## src/rtl/tmds_channel_decoder.sv

```systemverilog
// TMDS receive channel: word alignment via bit-slip requests and symbol decode.
// Ports: pixel_clock/reset, tmds_word/tmds_valid in; bitslip, aligned, out_valid, de, data, ctrl out.
module tmds_channel_decoder #(
    parameter int CTRL_LOCK_COUNT = 8,
    parameter int SEARCH_TIMEOUT  = 64,
    parameter int SLIP_SETTLE     = 4,
    parameter int MAX_DATA_RUN    = 4096
) (
    input  logic       pixel_clock,
    input  logic       reset,
    input  logic [9:0] tmds_word,
    input  logic       tmds_valid,
    output logic       bitslip,
    output logic       aligned,
    output logic       out_valid,
    output logic       de,
    output logic [7:0] data,
    output logic [1:0] ctrl
);

    localparam int TOK_W = $clog2(CTRL_LOCK_COUNT + 1);
    localparam int TMO_W = $clog2(SEARCH_TIMEOUT + 1);
    localparam int SET_W = $clog2(SLIP_SETTLE + 1);
    localparam int RUN_W = $clog2(MAX_DATA_RUN + 1);

    localparam logic [TOK_W-1:0] TOK_MAX = TOK_W'(CTRL_LOCK_COUNT);
    localparam logic [TMO_W-1:0] TMO_MAX = TMO_W'(SEARCH_TIMEOUT);
    localparam logic [SET_W-1:0] SET_MAX = SET_W'(SLIP_SETTLE);
    localparam logic [RUN_W-1:0] RUN_MAX = RUN_W'(MAX_DATA_RUN);

    typedef enum logic [1:0] {
        SEARCH    = 2'd0,
        SLIP_WAIT = 2'd1,
        LOCKED    = 2'd2
    } state_t;

    // {is_token, c1, c0}
    function automatic logic [2:0] tok_decode(input logic [9:0] w);
        logic [2:0] r;
        case (w)
            10'h354: r = 3'b100;
            10'h0AB: r = 3'b101;
            10'h154: r = 3'b110;
            10'h2AB: r = 3'b111;
            default: r = 3'b000;
        endcase
        return r;
    endfunction

    function automatic logic [7:0] sym_decode(input logic [9:0] w);
        logic [7:0] d;
        logic [7:0] q;
        d    = w[9] ? ~w[7:0] : w[7:0];
        q    = '0;
        q[0] = d[0];
        for (int i = 1; i < 8; i++) begin
            q[i] = w[8] ? (d[i] ^ d[i-1]) : ~(d[i] ^ d[i-1]);
        end
        return q;
    endfunction

    state_t           state_q, state_d;
    logic [TOK_W-1:0] tok_cnt_q, tok_cnt_d;
    logic [TMO_W-1:0] tmo_cnt_q, tmo_cnt_d;
    logic [SET_W-1:0] set_cnt_q, set_cnt_d;
    logic [RUN_W-1:0] run_cnt_q, run_cnt_d;
    logic             bitslip_q, bitslip_d;

    logic [9:0]       s1_word_q, s1_word_d;
    logic             s1_valid_q, s1_valid_d;
    logic             s1_lock_q, s1_lock_d;

    logic             out_valid_q, out_valid_d;
    logic             de_q, de_d;
    logic [7:0]       data_q, data_d;
    logic [1:0]       ctrl_q, ctrl_d;

    logic [2:0]       in_tok;
    logic [2:0]       s1_tok;
    logic [TOK_W-1:0] tok_nxt;
    logic [TMO_W-1:0] tmo_nxt;
    logic [SET_W-1:0] set_nxt;
    logic [RUN_W-1:0] run_nxt;

    // Alignment FSM: evaluated on the raw input word as it is sampled.
    always_comb begin
        state_d   = state_q;
        tok_cnt_d = tok_cnt_q;
        tmo_cnt_d = tmo_cnt_q;
        set_cnt_d = set_cnt_q;
        run_cnt_d = run_cnt_q;
        bitslip_d = 1'b0;
        in_tok    = tok_decode(tmds_word);

        tok_nxt = (tok_cnt_q == TOK_MAX) ? TOK_MAX : tok_cnt_q + 1'b1;
        tmo_nxt = (tmo_cnt_q == TMO_MAX) ? TMO_MAX : tmo_cnt_q + 1'b1;
        set_nxt = (set_cnt_q == SET_MAX) ? SET_MAX : set_cnt_q + 1'b1;
        run_nxt = (run_cnt_q == RUN_MAX) ? RUN_MAX : run_cnt_q + 1'b1;
        if (!in_tok[2]) begin
            tok_nxt = '0;
        end

        if (tmds_valid) begin
            case (state_q)
                SEARCH: begin
                    // Lock wins over timeout on the same word.
                    if (tok_nxt == TOK_MAX) begin
                        state_d   = LOCKED;
                        tok_cnt_d = '0;
                        tmo_cnt_d = '0;
                        run_cnt_d = '0;
                    end else if (tmo_nxt == TMO_MAX) begin
                        state_d   = SLIP_WAIT;
                        bitslip_d = 1'b1;
                        tok_cnt_d = '0;
                        tmo_cnt_d = '0;
                        set_cnt_d = '0;
                    end else begin
                        tok_cnt_d = tok_nxt;
                        tmo_cnt_d = tmo_nxt;
                    end
                end
                SLIP_WAIT: begin
                    if (set_nxt == SET_MAX) begin
                        state_d   = SEARCH;
                        set_cnt_d = '0;
                        tok_cnt_d = '0;
                        tmo_cnt_d = '0;
                    end else begin
                        set_cnt_d = set_nxt;
                    end
                end
                LOCKED: begin
                    if (in_tok[2]) begin
                        run_cnt_d = '0;
                    end else if (run_nxt == RUN_MAX) begin
                        // Long data run: alignment is suspect, search again.
                        state_d   = SEARCH;
                        run_cnt_d = '0;
                        tok_cnt_d = '0;
                        tmo_cnt_d = '0;
                    end else begin
                        run_cnt_d = run_nxt;
                    end
                end
                default: begin
                    state_d = SEARCH;
                end
            endcase
        end
    end

    // Stage 1 tags each word with whether it was sampled while locked,
    // which is what keeps the locking word itself off the output.
    always_comb begin
        s1_word_d  = tmds_valid ? tmds_word : s1_word_q;
        s1_valid_d = tmds_valid;
        s1_lock_d  = (state_q == LOCKED);
    end

    always_comb begin
        s1_tok      = tok_decode(s1_word_q);
        out_valid_d = s1_valid_q & s1_lock_q;
        de_d        = 1'b0;
        data_d      = 8'h00;
        ctrl_d      = ctrl_q;
        if (out_valid_d) begin
            if (s1_tok[2]) begin
                ctrl_d = s1_tok[1:0];
            end else begin
                de_d   = 1'b1;
                data_d = sym_decode(s1_word_q);
            end
        end
    end

    always_ff @(posedge pixel_clock or posedge reset) begin
        if (reset) begin
            state_q     <= SEARCH;
            tok_cnt_q   <= '0;
            tmo_cnt_q   <= '0;
            set_cnt_q   <= '0;
            run_cnt_q   <= '0;
            bitslip_q   <= 1'b0;
            s1_word_q   <= '0;
            s1_valid_q  <= 1'b0;
            s1_lock_q   <= 1'b0;
            out_valid_q <= 1'b0;
            de_q        <= 1'b0;
            data_q      <= 8'h00;
            ctrl_q      <= 2'b00;
        end else begin
            state_q     <= state_d;
            tok_cnt_q   <= tok_cnt_d;
            tmo_cnt_q   <= tmo_cnt_d;
            set_cnt_q   <= set_cnt_d;
            run_cnt_q   <= run_cnt_d;
            bitslip_q   <= bitslip_d;
            s1_word_q   <= s1_word_d;
            s1_valid_q  <= s1_valid_d;
            s1_lock_q   <= s1_lock_d;
            out_valid_q <= out_valid_d;
            de_q        <= de_d;
            data_q      <= data_d;
            ctrl_q      <= ctrl_d;
        end
    end

    assign bitslip   = bitslip_q;
    assign aligned   = (state_q == LOCKED);
    assign out_valid = out_valid_q;
    assign de        = de_q;
    assign data      = data_q;
    assign ctrl      = ctrl_q;

endmodule

```

## config.mk

```make
export PLATFORM = sky130hd
export DESIGN_NAME = tmds_channel_decoder
export DESIGN_NICKNAME = d
export VERILOG_FILES = /design/src/rtl/tmds_channel_decoder.sv
export SDC_FILE = /design/constraint.sdc
export NUM_CORES = 1
export LEC_CHECK = 0
export BUFFER_PORTS_ARGS = -buffer_cell sky130_fd_sc_hd__buf_2
export CELL_PAD_IN_SITES_DETAIL_PLACEMENT = 1
export CELL_PAD_IN_SITES_GLOBAL_PLACEMENT = 2
export CORE_AREA = 2 2 109 111
export CTS_CLUSTER_DIAMETER = 150
export DETAILED_ROUTE_END_ITERATION = 16
export DIE_AREA = 0 0 111 113
export PLACE_DENSITY = 0.61
export SLEW_MARGIN = 20
export SYNTH_ARGS = -nofsm -noshare
export SYNTH_HDL_FRONTEND = slang
export SYNTH_SLANG_ARGS = --single-unit
export TNS_END_PERCENT = 5
```

## constraint.sdc

```tcl
create_clock -name pixel_clock -period 3.5 [get_ports pixel_clock]
set_clock_uncertainty 0.2 [all_clocks]
set_input_delay 0.175 -clock pixel_clock [delete_from_list [all_inputs] [get_ports pixel_clock]]
set_output_delay 0.175 -clock pixel_clock [all_outputs]
set_load 0.05 [all_outputs]
```

==> results of run 1 <==
[cells in the mapped netlist (5+ instances only)]
cell / instances / area (µm²)
dfrtp_1: 54 / 1351
nand2_1: 37 / 138.9
o21ai_0: 31 / 155.2
inv_1: 30 / 112.6
nor2_1: 29 / 108.9
ha_1: 20 / 250.2
xnor2_1: 19 / 166.4
nand3_1: 11 / 55.05
a21oi_1: 9 / 45.04
and3_1: 9 / 56.30
o31ai_1: 8 / 60.06
xor2_1: 7 / 61.31
clkbuf_1: 6 / 22.52
nand2b_1: 6 / 37.54
a31oi_1: 5 / 31.28
[through the flow]
stage	cells	hold slack [ps]	utilization, %
6_report	535	50.68	34.20
3_5_place_dp	516	208.5	31.91
2_1_floorplan	356	6.430	-
4_1_cts	535	49.66	34.20
3_3_place_gp	516	192.4	31.91
5_1_grt	535	51.81	34.20
[worst max-delay path by stage]
stage	slack, ps	start	depth (start not counted)	to
detailed placement	600	run_cnt_q[1]	8	tmo_cnt_q[6]
CTS	560	tmds_word[4]	9	run_cnt_q[5]
global route	380	tmds_word[4]	9	run_cnt_q[10]
floorplan	1010	run_cnt_q[0]	9	tmo_cnt_q[6]
global placement	690	run_cnt_q[7]	7	tmo_cnt_q[6]
finish	610	run_cnt_q[0]	9	tmo_cnt_q[6]
[area by class of cell]
cell class / instances / area, µm²
fillers: 1309 / 7417
multi-input cells: 258 / 1787
flip-flops and latches: 54 / 1351
repair buffers: 42 / 277.8
well taps: 143 / 178.9
clock buffers: 7 / 142.6
inverters: 30 / 112.6
clock inverters: 1 / 5.005
[power breakdown]
part	switching (mW)	internal (mW)
Combinational	0.497	0.287
Clock	0.238	0.285
Sequential	0.0963	0.714
[critical path, stage by stage (launching register included)]
cell and delay (ps):
dfrtp_1 420, inv_1 130, ha_1 160, nor4b_1 270, nand4_1 190, o31a_2 180
nor4b_4 370, a31oi_2 300, nand2b_4 260, o41ai_2 310
[sequential cells by signal, indices dropped and copies added, names as in the netlist]
signal	cells
out_valid	1
bitslip	1
s1_word_q	10
de	1
s1_valid_q	1
tmo_cnt_q	7
state_q	2
data	8
s1_lock_q	1
run_cnt_q	13
tok_cnt_q	4
ctrl	2
set_cnt_q	3
[layer usage]
| metal | vias up | wire (µm) |
|---|---|---|
| met2 | 31 | 4190 |
| met3 | 9 | 237 |
| met1 | 1299 | 3828 |
| li1 | 1304 | - |
| met5 | - | 0 |
| met4 | 0 | 108 |
[kinds of logic after synthesis]
group / synth area share (%)
flops: 40.48
mux: 1.012
fa+ha+maj: 7.496
buf+inv: 5.997
xor+xnor: 6.822
simple gates: 21.14
compound gates: 17.05
==> qor.yml, run 1 <==
routing:
  viasPerCell: 4.940
  postRouteAntennaNets: 0
  drt_wl_total_mm: 8.366
  post_drt_wl_per_cell_um: 15.64
  drc: 0
  firstDrtPassIters: 4
  drt-initial-drc-count: 130
  dr_total_vias: 2643
status:
  status: "finished, final reports clean"
die:
  rows: 39
  io_pins: 27
  fp.dieH_um: 113
  start_util_pct: 29.61
  die_w_um: 111
  die_area_mm2: 0.01254
  coreArea_mm2: 0.01127
synth:
  synth-seq-cells: 54
  synth_ff_type: "dfrtp_1"
  synth_edf_count: 0
  yosysUniqueCellTypes: 58
  synthArstFlopShare_pct: 100.0
  syn_area_per_cell_um2: 9.377
  yosysSeqAreaShare_pct: 40.48
  ys_warn_count: 0
  syn_area_mm2: 0.003338
  syn_inst: 356
  syn-num-nets: 389
clocking:
  clk_pin_slew_ps: 70
  cts_tree: "built"
  cts_post_setup_buffers_inserted: 0
  numCtsBuffers: 5
  clockRootBuffer: "clkbuf_16"
  postCtsHoldBufs: 11
  clock_latency_ps: 300
  cts.sinks: 54
  clock_path_buffers: 2
  htree_levels: 2
  cts_resized: 0
global_route:
  use_met3_pct: 2.678
  grt_pass1_vias: 2877
  met2_usage_pct: 25.48
  antenna_found_initial: 0
  top_usage_layer: "met2"
  grt_use_total_pct: 13.96
  grt_pass1_wl_mm: 14.19
  grt_max_degree: 38
  grt_overflow_total: 0
  met1_usage_pct: 16.89
sta:
  finalSetupViolations: 0
  finalCritPeriodShare_pct: 82.63
  slew_violations: 0
  fmax_mhz: 345.8
  setup_ws_ps: 607.8
  tightestPinTransition_ps: 818.5
  hold_viol: 0
  max_slew_margin_pct: 45.36
  fin_crit_ps: 2892
  tns_ps: 0
  rsz0062_at_grt: "false"
placement:
  dpl_cell_area_mm2: 0.003597
  port_buffers: 26
  pre_cts_slack_ps: 595.7
  dp_hpwl_mm: 6.284
  globalplace.congestion: 0.7524
pwr:
  p_leak_nw: 1.726
  vdd_ir_drop_max_uv: 197.6
  p_per_area_mw_per_mm2: 549.4
  power_mw: 2.118
worst_setup_path:
  r2r_slack_ps: 610
  cp_max_fo: 11
  worstRegToRegCells: 9
  crit_arrival_ps: 2890
  cp_data_required_time_ps: 3500
  r2r-start: "run_cnt_q[0]"
  critPathCaptureType: "flop"
  critPathKind: "flop to flop"
  regToRegEndpoint: "tmo_cnt_q[6]"
  start_kind: "flop"
min_path:
  hold_depth: 2
  hp-start: "tmds_valid"
  min_to: "s1_valid_q"
  holdCritPathClass: "input pin to flop"
layout:
  n_antenna_cell: 0
  area_growth_pct: 15.48
  final_area_mm2: 0.003855
  final_common_cell: "dfrtp_1"
  final_layout_size_suffix_gt1_share_pct: 14.80
  layout.nets: 424
  layout_common_cells: "dfrtp_1, nand2_1, o21ai_0"
run:
  drv_cap: 0
Note: power is estimated with default switching activity, not from simulation.
==> run 2: changes to the inputs <==
--- a/config.mk
+++ b/config.mk
@@ -12,7 +12,7 @@
 export CTS_CLUSTER_DIAMETER = 150
 export DETAILED_ROUTE_END_ITERATION = 16
 export DIE_AREA = 0 0 111 113
-export PLACE_DENSITY = 0.61
+export PLACE_DENSITY = 0.64
 export SLEW_MARGIN = 20
 export SYNTH_ARGS = -nofsm -noshare
 export SYNTH_HDL_FRONTEND = slang
==> constraint.sdc (replaced) <==
create_clock -name pixel_clock -period 2.52 [get_ports pixel_clock]
set_clock_uncertainty 0.2 [all_clocks]
set_input_delay 0.126 -clock pixel_clock [delete_from_list [all_inputs] [get_ports pixel_clock]]
set_output_delay 0.126 -clock pixel_clock [all_outputs]
set_load 0.05 [all_outputs]
==> run 2 against run 1 <==
  * The flow now finishes with violations (negative setup slack)
  * Via count rose by 5.9%
  * Worst setup slack got worse by 630 ps
  * Routed wire length rose by 5.8%
  * Count of clock-buffer cells in the layout fell by 2
  * Hold slack got worse by 23 ps
  * Non-clock buffer count rose by 43
  * Global-route usage rose by 0.85 points
  * Die area did not move
  * Critical path depth did not move
  * Combinational power rose by 80%
  * Total power rose by 52%
  * Maximum frequency rose by 14%
==> qor.yml, run 2 (synthesis gave the netlist of run 1 again) <==
sta:
  hold_viol: 0  # unchanged
  max_slew_margin_pct: 68.62  # was 45.36%
  finalSetupViolations: 1  # was 0
  finalCritPeriodShare_pct: 100.9  # was 82.63%
  worst_hold_slack_ps: 27.26  # was 50.68 ps
  slew_violations: 0  # unchanged
  fin_crit_ps: 2543  # was 2892 ps
  tns_ps: -22.54  # was 0 ps
  rsz0062_at_grt: "true"  # was false
  fmax_mhz: 393.3  # was 345.8 MHz
  setup_ws_ps: -22.54  # was 607.8 ps
  tightestPinTransition_ps: 470.7  # was 818.5 ps
die:
  die_area_mm2: 0.01254  # unchanged
  rows: 39  # unchanged
  io_pins: 27  # unchanged
  start_util_pct: 29.61  # unchanged
  coreArea_mm2: 0.01127  # unchanged
  die_w_um: 111  # unchanged
  fp.dieH_um: 113  # unchanged
layout:
  layout.nets: 467  # was 424
  fin_util_pct: 38.43  # was 34.20%
  final-instance-count-excl-fill: 578  # was 535
  n_antenna_cell: 0  # unchanged
  top_register: "run_cnt_q"  # unchanged
  layout_common_cells: "dfrtp_1, buf_4, nand2_1"  # was dfrtp_1, nand2_1, o21ai_0
  final_common_cell: "dfrtp_1"  # unchanged
  fillCellCount: 1300  # was 1309
  final_area_mm2: 0.004332  # was 0.003855 mm²
  final_layout_size_suffix_gt1_share_pct: 28.97  # was 14.80%
  largest_reg_flops: 13  # unchanged
  area_growth_pct: 29.76  # was 15.48%
worst_setup_path:
  worstRegToRegCells: 9  # unchanged
  start_kind: "flop"  # unchanged
  crit_arrival_ps: 2540  # was 2890 ps
  critPathKind: "flop to flop"  # unchanged
  cp_data_required_time_ps: 2520  # was 3500 ps
  cp_max_fo: 5  # was 11
  critPathCaptureType: "flop"  # unchanged
run:
  drv_cap: 0  # unchanged
placement:
  dpl_cell_area_mm2: 0.003837  # was 0.003597 mm²
  dp_hpwl_mm: 6.652  # was 6.284 mm
  globalplace.congestion: 0.8109  # was 0.7524
  dp.cells: 548  # was 516
  port_buffers: 26  # unchanged
  pre_cts_slack_ps: -164.7  # was 595.7 ps
pwr:
  power_mw: 3.227  # was 2.118 mW
  p_leak_nw: 1.959  # was 1.726 nW
  vdd_ir_drop_max_uv: 311.8  # was 197.6 µV
  p_per_area_mw_per_mm2: 745.0  # was 549.4 mW/mm²
clocking:
  numCtsBuffers: 5  # unchanged
  cts_tree: "built"  # unchanged
  clk_pin_slew_ps: 70  # about the same
  clock_path_buffers: 2  # unchanged
  htree_levels: 2  # unchanged
  clock_latency_ps: 300  # about the same
  cts.sinks: 54  # unchanged
  clockRootBuffer: "clkbuf_16"  # unchanged
global_route:
  met1_usage_pct: 18.45  # was 16.89%
  use_met3_pct: 2.303  # was 2.678%
  antenna_found_initial: 0  # unchanged
  grt_use_total_pct: 14.81  # was 13.96%
  grt_max_degree: 24  # was 38
  met2_usage_pct: 26.79  # was 25.48%
  grt_pass1_vias: 2950  # was 2877
  grt_pass1_wl_mm: 15.10  # was 14.19 mm
  top_usage_layer: "met2"  # unchanged
  grt_overflow_total: 0  # unchanged
routing:
  post_drt_wl_per_cell_um: 15.31  # was 15.64 µm
  dr_total_vias: 2798  # was 2643
  firstDrtPassIters: 4  # unchanged
  drt_wl_total_mm: 8.850  # was 8.366 mm
  drc: 0  # unchanged
  viasPerCell: 4.841  # was 4.940
  drt-initial-drc-count: 80  # was 130
  postRouteAntennaNets: 0  # unchanged
status:
  status: "complete, but fails checks"  # was finished, final reports clean
  violations: "negative setup slack"
min_path:
  hold_depth: 2  # unchanged
  holdCritPathClass: "input pin to flop"  # unchanged
==> run 2: cell types whose count changed in the layout (fill, tap and decap cells not counted), sizes merged <==
cell | before | now
buf | 31 | 74
clkbuf | 7 | 5
clkinv | 1 | 2
clkinvlp | 0 | 1
==> run 2: cell type report <==
type                            count  area [µm²]  area share, %
Sequential cell                    54        1353          31.22
Clock inverter                      3       21.27         0.4910
Timing Repair Buffer               85       601.8          13.89
Clock buffer                        5       125.1          2.889
Tap cell                          143       178.9          4.131
Multi-Input combinational cell    258        1939          44.77
Inverter                           30       112.6          2.600
==> run 2: worst paths after layout <==
path	to	slack, ps	startpoint
setup / recovery	tmo_cnt_q[6]	-20	run_cnt_q[0]
hold / removal	s1_valid_q	30	tmds_valid
setup reg to reg	tmo_cnt_q[6]	-20	run_cnt_q[0]
hold reg to reg	ctrl[0]	310	ctrl[0]
max in group asynchronous	set_cnt_q[2]	1350	reset
min in group asynchronous	ctrl[1]	150	reset
==> run 2: worst max-delay path, stage by stage (launching register included) <==
cell,delay (ps)
dfrtp_1,430
inv_2,100
ha_4,120
nor4b_4,190
nand4_1,180
o31a_2,180
nor4b_4,390
a31oi_4,160
nand2b_4,210
o41ai_2,280
==> run 2: power breakdown <==
| group | switching [mW] | internal, mW |
|---|---|---|
| combinational | 0.817 | 0.590 |
| clock | 0.338 | 0.369 |
| sequential | 0.118 | 0.994 |
==> run 2: what timing repair did <==
item | in CTS | in global routing
hold buffers | 11 | 0
setup endpoints to repair | 16 | 28
gates resized for setup | 8 | 36
cloned | 0 | 1
endpoints found under the hold margin | 26 | 0
pin swaps | 4 | 17
setup buffers | 8 | 3
==> run 2: per-layer routing <==
| layer | share of wire, % | up-vias | routed length [µm] |
|---|---|---|---|
| met3 | 2.1 | 6 | 190 |
| li1 | - | 1389 | - |
| met4 | 1.1 | 0 | 101 |
| met2 | 49 | 27 | 4349 |
| met5 | 0 | - | 0 |
| met1 | 48 | 1376 | 4208 |
==> run 3: changes to the inputs <==
--- a/config.mk
+++ b/config.mk
@@ -13,6 +13,7 @@
 export DETAILED_ROUTE_END_ITERATION = 16
 export DIE_AREA = 0 0 111 113
 export PLACE_DENSITY = 0.64
+export RECOVER_POWER = 25
 export SLEW_MARGIN = 20
 export SYNTH_ARGS = -nofsm -noshare
 export SYNTH_HDL_FRONTEND = slang
==> run 3 against run 2 <==
  * The flow still finishes with violations (negative setup slack)
  * Register-to-register slack is essentially flat
  * Flip-flop and latch count is the same
  * Total power is essentially flat
  * Combinational power is essentially flat
  * Count of clock-buffer cells in the layout is the same
  * Clock power is essentially flat
  * Routed wire length is essentially flat
  * Utilization shrank 0.067 points
  * Non-clock buffer count is the same
  * First-iteration DRC count is the same
  * Via count is essentially flat
  * Critical path type unchanged
  * Largest cell class unchanged
==> qor.yml, run 3 (synthesis gave the netlist of run 1 again) <==
status:
  status: "complete, but fails checks"  # unchanged
  violations: "negative setup slack"  # unchanged
routing:
  drt_wl_total_mm: 8.847  # was 8.850 mm
  drc: 0  # unchanged
  firstDrtPassIters: 4  # unchanged
  post_drt_wl_per_cell_um: 15.31  # about the same
  postRouteAntennaNets: 0  # unchanged
  dr_total_vias: 2797  # was 2798
  wl_met1_mm: 4.209  # was 4.208 mm
  highest_layer: "met4"  # unchanged
  viasPerCell: 4.839  # was 4.841
  wl_met3_um: 187  # was 190 µm
  wl_met2_mm: 4.350  # was 4.349 mm
  drt-initial-drc-count: 80  # unchanged
placement:
  dpl_cell_area_mm2: 0.003837  # unchanged
  globalplace.congestion: 0.8109  # unchanged
  dp_hpwl_mm: 6.652  # unchanged
  port_buffers: 26  # unchanged
worst_setup_path:
  critPathCaptureType: "flop"  # unchanged
  r2r-start: "run_cnt_q[0]"  # unchanged
  critPathKind: "flop to flop"  # unchanged
  cp_max_fo: 5  # unchanged
  start_kind: "flop"  # unchanged
  crit_arrival_ps: 2540  # about the same
  cp_data_required_time_ps: 2520  # about the same
  regToRegEndpoint: "tmo_cnt_q[6]"  # unchanged
  worstRegToRegCells: 9  # unchanged
  r2r_slack_ps: -20  # about the same
global_route:
  grt_use_total_pct: 14.81  # unchanged
  grt_max_degree: 24  # unchanged
  antenna_found_initial: 0  # unchanged
  grt_overflow_total: 0  # unchanged
  grt_pass1_wl_mm: 15.10  # unchanged
  grt_pass1_vias: 2950  # unchanged
sta:
  setup_ws_ps: -21.86  # was -22.54 ps
  tns_ps: -21.86  # was -22.54 ps
  rsz0062_at_grt: "true"  # unchanged
  worst_hold_slack_ps: 27.24  # was 27.26 ps
  finalSetupViolations: 1  # unchanged
  fin_crit_ps: 2542  # was 2543 ps
  hold_viol: 0  # unchanged
  max_slew_margin_pct: 54.51  # was 68.62%
  slew_violations: 0  # unchanged
  fmax_mhz: 393.4  # was 393.3 MHz
  tightestPinTransition_ps: 681.7  # was 470.7 ps
  finalCritPeriodShare_pct: 100.9  # about the same
layout:
  fillCellCount: 1301  # was 1300
  top_register: "run_cnt_q"  # unchanged
  multiInputGateArea_mm2: 0.001939  # unchanged
  final_layout_size_suffix_gt1_share_pct: 27.36  # was 28.97%
  area_growth_pct: 29.54  # was 29.76%
  largest_reg_flops: 13  # unchanged
  layout.nets: 467  # unchanged
  final_common_cell: "dfrtp_1"  # unchanged
  layout_common_cells: "dfrtp_1, buf_4, nand2_1"  # unchanged
  final_area_mm2: 0.004324  # was 0.004332 mm²
  seq_area_mm2: 0.001353  # unchanged
  n_antenna_cell: 0  # unchanged
pwr:
  comb_power_share_pct: 43.6  # about the same
  p_per_area_mw_per_mm2: 746.0  # was 745.0 mW/mm²
  clkPwrFrac_pct: 21.9  # about the same
  swShare_pct: 39.48  # was 39.46%
  p_leak_nw: 1.944  # was 1.959 nW
  p_switching_mw: 1.274  # was 1.273 mW
  seq_power_share_pct: 34.5  # about the same
  vdd_ir_drop_max_uv: 311.9  # was 311.8 µV
  power.internal_mw: 1.952  # was 1.954 mW
die:
  rows: 39  # unchanged
  fp.dieH_um: 113  # unchanged
  start_util_pct: 29.61  # unchanged
  io_pins: 27  # unchanged
  coreArea_mm2: 0.01127  # unchanged
  die_w_um: 111  # unchanged
  die_area_mm2: 0.01254  # unchanged
clocking:
  clockRootBuffer: "clkbuf_16"  # unchanged
  numCtsBuffers: 5  # unchanged
  cts.sinks: 54  # unchanged
  cts_tree: "built"  # unchanged
  htree_levels: 2  # unchanged
  clk_pin_slew_ps: 70  # about the same
  clock_latency_ps: 300  # about the same
  clock_path_buffers: 2  # unchanged
min_path:
  holdCritPathClass: "input pin to flop"  # unchanged
  min_to: "s1_valid_q"  # unchanged
  hold_depth: 2  # unchanged
  hp-start: "tmds_valid"  # unchanged
run:
  drv_cap: 0  # unchanged
## run 3: changes by cell type in the layout (fill, tap and decap cells not counted), sizes merged
cell	before	now
clkbuf	5	11
buf	74	68
## run 3: stage by stage
stage / std cells / power [mW] / worst slack (ps) / utilization [%]
floorplan: 356 / 1.974 / 28.24 / -
global placement: 548 / 2.341 / -135.2 / 34.04
detailed placement: 548 / 2.357 / -164.7 / 34.04
CTS: 575 / 3.134 / 0.7281 / 37.11
global route: 578 / 3.443 / -131.6 / 38.36
finish: 578 / 3.226 / -21.86 / 38.36
## run 3: worst max path at each step
stage	startpoint	endpoint	cells past startpoint
after floorplan	run_cnt_q[0]	tmo_cnt_q[6]	9
after global placement	run_cnt_q[0]	run_cnt_q[6]	11
after detailed placement	tmo_cnt_q[0]	set_cnt_q[2]	9
after CTS	tok_cnt_q[1]	set_cnt_q[1]	8
after global routing	run_cnt_q[0]	tmo_cnt_q[6]	9
final	run_cnt_q[0]	tmo_cnt_q[6]	9
## run 3: layout make-up
class / instances / area share (%)
multi-input cells: 258 / 44.85
flip-flops and latches: 54 / 31.28
repair buffers: 85 / 13.74
well taps: 143 / 4.138
clock buffers: 5 / 2.894
inverters: 30 / 2.604
clock inverters: 3 / 0.4919
## run 3: power by group through the flow
stage / sequential, mW / combinational (mW) / clock (mW)
detailed placement: 1.12 / 1.24 / 0
global route: 1.13 / 1.55 / 0.761
global placement: 1.11 / 1.23 / 0
CTS: 1.10 / 1.30 / 0.732
finish: 1.11 / 1.41 / 0.707
floorplan: 1.23 / 0.746 / 0
## run 3: per-layer routing
metal | global-route usage (%) | vias to the layer above
met5 | 0 | -
met4 | 4.000 | 0
met3 | 2.303 | 6
met2 | 26.79 | 27
met1 | 18.45 | 1376
li1 | - | 1388
## run 3: worst max-delay path, stage by stage (launching register included)
cell and delay [ps]:
dfrtp_1 430, inv_2 100, ha_4 120, nor4b_4 190, nand4_1 180, o31a_2 180
nor4b_4 390, a31oi_4 160, nand2b_4 210, o41ai_2 280
## run 3: repair_timing
item                       4_1_cts  5_1_grt
hold endpoints to repair        26        0
hold buffers                    11        0
setup endpoints to repair       16       28
gates cloned                     0        1
resized for setup                8       36
pin swaps                        4       17
buffers inserted                 8        3
